===== src/rtl/regfile_2r1w_pkg.sv =====
// Shared constants for the architectural register file.
// Widths, depth and named register indices used by control.
package regfile_2r1w_pkg;

  localparam int unsigned DATA_W   = 32;
  localparam int unsigned ADDR_W   = 5;
  localparam int unsigned NUM_REGS = 32;

  typedef logic [ADDR_W-1:0] reg_idx_t;
  typedef logic [DATA_W-1:0] reg_data_t;

  localparam reg_idx_t ZERO_REG = 5'd0;
  localparam reg_idx_t AT       = 5'd1;
  localparam reg_idx_t V0       = 5'd2;
  localparam reg_idx_t V1       = 5'd3;
  localparam reg_idx_t GP       = 5'd28;
  localparam reg_idx_t SP       = 5'd29;
  localparam reg_idx_t FP       = 5'd30;
  localparam reg_idx_t RA       = 5'd31;

  function automatic logic is_zero_reg(
    input reg_idx_t idx
  );
    return idx == ZERO_REG;
  endfunction

endpackage


===== src/rtl/regfile_2r1w_read_port.sv =====
// One combinational read port: zero-register, bypass, reset gate.
// Ports: reset, raddr, stored, wen/waddr/wdata in, rdata out.
module regfile_read_port
  import regfile_2r1w_pkg::*;
#(
  parameter int DATA_W = regfile_2r1w_pkg::DATA_W,
  parameter int ADDR_W = regfile_2r1w_pkg::ADDR_W,
  parameter bit BYPASS = 1'b1
) (
  input  logic              reset,
  input  logic [ADDR_W-1:0] raddr,
  input  logic [DATA_W-1:0] stored,
  input  logic              wen,
  input  logic [ADDR_W-1:0] waddr,
  input  logic [DATA_W-1:0] wdata,
  output logic [DATA_W-1:0] rdata
);

  logic raddr_zero;
  logic waddr_zero;
  logic hit;
  logic sel_zero;
  logic sel_byp;
  logic sel_mem;

  assign raddr_zero = (raddr == '0);
  assign waddr_zero = (waddr == '0);

  // Forward only a write that will really land this edge.
  assign hit = BYPASS && wen && !waddr_zero
             && (waddr == raddr);

  // One-hot select so the case below is truly unique.
  assign sel_zero = reset | raddr_zero;
  assign sel_byp  = !sel_zero & hit;
  assign sel_mem  = !sel_zero & !hit;

  always_comb begin
    rdata = '0;
    unique case (1'b1)
      sel_zero: rdata = '0;
      sel_byp:  rdata = wdata;
      sel_mem:  rdata = stored;
      default:  rdata = '0;
    endcase
  end

endmodule


===== src/rtl/regfile_2r1w.sv =====
// 32x32 register file, two combinational reads, one sync write.
// Ports: clk, reset, ReadAddr1/2, WriteAddr/Data/Enable, ReadData1/2.
module regfile_2r1w
  import regfile_2r1w_pkg::*;
#(
  parameter int DATA_W = regfile_2r1w_pkg::DATA_W,
  parameter int ADDR_W = regfile_2r1w_pkg::ADDR_W,
  parameter bit BYPASS = 1'b1
) (
  input  logic              clk,
  input  logic              reset,
  input  logic [ADDR_W-1:0] ReadAddr1,
  input  logic [ADDR_W-1:0] ReadAddr2,
  input  logic [ADDR_W-1:0] WriteAddr,
  input  logic [DATA_W-1:0] WriteData,
  input  logic              WriteEnable,
  output logic [DATA_W-1:0] ReadData1,
  output logic [DATA_W-1:0] ReadData2
);

  localparam int NUM = 2 ** ADDR_W;

  logic [DATA_W-1:0] mem [NUM];
  logic              wr_go;
  logic [DATA_W-1:0] stored1;
  logic [DATA_W-1:0] stored2;

  // Writes to r0 are dropped so r0 never leaves zero.
  assign wr_go = !reset && WriteEnable
              && (WriteAddr != '0);

  always_ff @(posedge clk) begin
    if (reset) begin
      for (int i = 0; i < NUM; i++) begin
        mem[i] <= '0;
      end
    end else if (wr_go) begin
      mem[WriteAddr] <= WriteData;
    end
  end

  assign stored1 = mem[ReadAddr1];
  assign stored2 = mem[ReadAddr2];

  regfile_read_port #(
    .DATA_W (DATA_W),
    .ADDR_W (ADDR_W),
    .BYPASS (BYPASS)
  ) u_rp1 (
    .reset  (reset),
    .raddr  (ReadAddr1),
    .stored (stored1),
    .wen    (WriteEnable),
    .waddr  (WriteAddr),
    .wdata  (WriteData),
    .rdata  (ReadData1)
  );

  regfile_read_port #(
    .DATA_W (DATA_W),
    .ADDR_W (ADDR_W),
    .BYPASS (BYPASS)
  ) u_rp2 (
    .reset  (reset),
    .raddr  (ReadAddr2),
    .stored (stored2),
    .wen    (WriteEnable),
    .waddr  (WriteAddr),
    .wdata  (WriteData),
    .rdata  (ReadData2)
  );

endmodule


===== config.mk =====
export PLATFORM = sky130hd
export DESIGN_NAME = regfile_2r1w
export DESIGN_NICKNAME = d
export VERILOG_FILES = /design/src/rtl/regfile_2r1w_pkg.sv /design/src/rtl/regfile_2r1w_read_port.sv /design/src/rtl/regfile_2r1w.sv
export SDC_FILE = /design/constraint.sdc
export NUM_CORES = 2
export LEC_CHECK = 0
export BUFFER_PORTS_ARGS = -buffer_cell sky130_fd_sc_hd__clkbuf_2
export CELL_PAD_IN_SITES_DETAIL_PLACEMENT = 0
export CELL_PAD_IN_SITES_GLOBAL_PLACEMENT = 1
export CORE_ASPECT_RATIO = 1.75
export CORE_MARGIN = 2
export CORE_UTILIZATION = 38
export DETAILED_ROUTE_END_ITERATION = 8
export PLACE_DENSITY = 0.64
export RECOVER_POWER = 25
export SLEW_MARGIN = 20
export SYNTH_ARGS = -nofsm -noshare
export SYNTH_HDL_FRONTEND = slang
export SYNTH_SLANG_ARGS = --single-unit

===== constraint.sdc =====
create_clock -name clk -period 4.8 [get_ports clk]
set_input_delay 1.2 -clock clk [delete_from_list [all_inputs] [get_ports clk]]
set_output_delay 1.2 -clock clk [all_outputs]
set_load 0.02 [all_outputs]

==> flow_metrics.env <==
export IMPL_place_gp_congestion=0.831
export IMPL_ir_worst_vdd_mv=0.241
export IMPL_critPathBufInv=4
export IMPL_design_area_sq_um=63100
export IMPL_layout_core_utilization_pct=43.9
export IMPL_critPathMaxFanout=21
export IMPL_cpMostUsedCell="mux4_2"
export IMPL_clkSlewWorstSetupHoldPaths_ps=60
export IMPL_synth_top_cells_by_area="edfxtp_1, mux4_2, and2_1"
export IMPL_worstSetupPathDepth=8
export IMPL_ys_seq_elements=1024
export IMPL_crit_path_cell_trace="buf_8 -> buf_12 -> mux4_2 -> mux4_2 -> nor2_1 -> buf_4 -> o41ai_1 -> clkbuf_2"
export IMPL_start_util_pct=38.3
export IMPL_ioPinCount=114
export IMPL_synthCells=3512
export IMPL_placed_instance_area_sq_um=60000
export IMPL_die_area_sq_um=148000
export IMPL_pwr_density_cell_nw_per_um2=342
export IMPL_yosysWarningCount=0
export IMPL_crit_slowest_cell="o41ai_1"
export IMPL_cts_htree_levels=3
export IMPL_instances_no_fill=5609
export IMPL_rsz0062_at_grt="no"
export IMPL_synth_async_reset_ratio_pct=0
export IMPL_clock_tree_root_cell="clkbuf_16"
export IMPL_drt_total_wl_microns=196000
export IMPL_numCtsBuffers=95
export IMPL_drt_pass1_iterations=5
export IMPL_violations="max-capacitance violations, max-slew violations"
export IMPL_grt_max_degree=48
export IMPL_ys_seq_area_share_pct=55.8
export IMPL_crit_family="buffers and inverters"
export IMPL_syn_area_sq_um=55100
export IMPL_dieWidth_microns=292
export IMPL_hp_class="input port to register"
export IMPL_outcome="complete, but fails checks"
export IMPL_postSynthAreaPerCell_sq_um=15.7
export IMPL_layout_drive_gt1_share_pct=32.5
export IMPL_power_mw=21.6
export IMPL_grt_total_usage_pct=26.5
export IMPL_yosys_top_cells_count="edfxtp_1, and2_1, mux4_2, clkbuf_1, nand2_1"
export IMPL_synth_enable_flop_cells=1024
export IMPL_finalWorstPathRequiredPeriod_ps=4780
export IMPL_drc=0
export IMPL_avgRoutedWirePerCell_microns=34.9
export IMPL_worst_path_largest_cell_delay_ps=830
export IMPL_crit_path_start_kind="input port"
export IMPL_max_cap_violations=4
export IMPL_critPathCaptureType="output pin"
export IMPL_largest_reg_flops=1024
export IMPL_timing_final_setup_violations=0
export IMPL_total_instance_count_after_detailed_placement=5423
export IMPL_relSlewSlack_pct=-33.2
export IMPL_gr_total_overflow=0
export IMPL_synth_top_flop_cell="edfxtp_1"
export IMPL_detailroute_via_count=33900
export IMPL_cp_data_arrival_time_ps=3580
export IMPL_biggest_area_consumer_among_synthesized_cells="edfxtp_1"
export IMPL_worstMarginPinSlew_ps=2000
export IMPL_via_per_inst=6.04
export IMPL_synth_top_cell_area_share_pct=55.8
export IMPL_grt_pass1_vias=35300
export IMPL_core_rowCount=184
export IMPL_hpwl_microns=121000
export IMPL_fillerInstances=12600
export IMPL_netlist_cell_type_count=47
export IMPL_cts_root_to_sink_buffers=3
export IMPL_die_h_microns=508
export IMPL_criticalPathCategory="input port to output pin"
export IMPL_finalCritPeriodShare_pct=99.6
export IMPL_num_nets_final=3716
export IMPL_hold_violations=0
export IMPL_floorplan_core_area_sq_um=144000
export IMPL_dr_first_iter_drc_count=3687
export IMPL_drv_slew=70
export IMPL_layout_top_registers="mem: 1024 flops"
export IMPL_cts_sink_count=1024
export IMPL_tritoncts_clock_tree="built"
export IMPL_leakage_power_summed_over_all_cells_nw=21.7
export IMPL_registers_top_by_ff_count="mem"
export IMPL_fmax_mhz=209
export IMPL_grt_antenna_before_repair=12
export IMPL_min_delay_path_depth=2
export IMPL_wire_length_of_the_first_global_routing_pass_microns=274000
export IMPL_port_buffer_count=113
export IMPL_cts_hold_buffers_added=0
export IMPL_cp_required_ps=3600
export IMPL_area_delta_synth_final_pct=14.5
export IMPL_antenna_left=0
export IMPL_synth_most_common_cell="edfxtp_1"
## area by class of cell
class | count | area, sq um | share of cell area, %
clock inverters | 61 | 664 | 1.05
well taps | 1860 | 2330 | 3.69
flip-flops and latches | 1024 | 30700 | 48.7
multi-input cells | 2136 | 23100 | 36.6
repair buffers | 406 | 3680 | 5.83
clock buffers | 116 | 2560 | 4.06
diodes | 3 | 7.51 | 0.0119
inverters | 3 | 13.8 | 0.0218
## report_power, final
part / internal (mW) / switching, mW
combinational: 1.29 / 1.59
clock: 4.55 / 3.54
sequential: 10.3 / 0.244
total: 16.2 / 5.38
## metrics by stage
stage / setup TNS [ps] / hold WS (ps) / setup WS (ps)
final: 0 / 857 / 19.3
after global routing: 0 / 837 / 4.00
after CTS: 0 / 815 / 37.5
after detailed placement: -503 / 1560 / -235
after global placement: -1150 / 1560 / -814
after floorplan: 0 / 1400 / 332
## placed cells by master, fill, tap and decap left out, types with 6 or more instances in the layout
cell type     n
and2_0      115
a21oi_1      13
a22oi_1      43
clkinv_1     19
nor2_4       27
and3_1       10
conb_1       32
mux4_2      555
clkbuf_1     34
buf_12       76
or2_2        29
o31ai_1       9
clkbuf_2    124
mux2i_1      73
mux2_2       55
a221oi_1     12
o21ai_0      17
o211ai_1     34
bufinv_16    14
nor2_1       28
clkinv_2     21
o22ai_1       6
nor2b_1      16
clkbuf_16   100
edfxtp_1   1024
nand2_1      85
and2_1      878
a221o_1      14
a211oi_1     13
buf_4       179
## routing by layer
metal  track usage [%]  wire, microns  vias up
li1                  -              -    13800
met1              33.1          74500    18100
met2              46.1          99700     1506
met3              3.92          12700      439
met4              11.0           8680       12
met5                 0             76        -
## repair_timing
| item | CTS | global route |
|---|---|---|
| cloned | 0 | 0 |
| resized for setup | 6 | 6 |
| setup endpoints to repair | 4 | 5 |
| setup buffers | 6 | 0 |
## cell families after synthesis
group	synth area share, %
compound gates	2.65
xor+xnor	0.159
buf+inv	3.10
flops	55.8
mux	25.1
other cells	0.00680
simple gates	13.2
## path summary, 6_finish.rpt
kind	to	from	slack, ps
worst min-delay path	mem[25][18]	WriteData[18]	860
worst max-delay path	ReadData1[31]	ReadAddr1[1]	20
No activity file was read; power rests on OpenSTA's default activity.
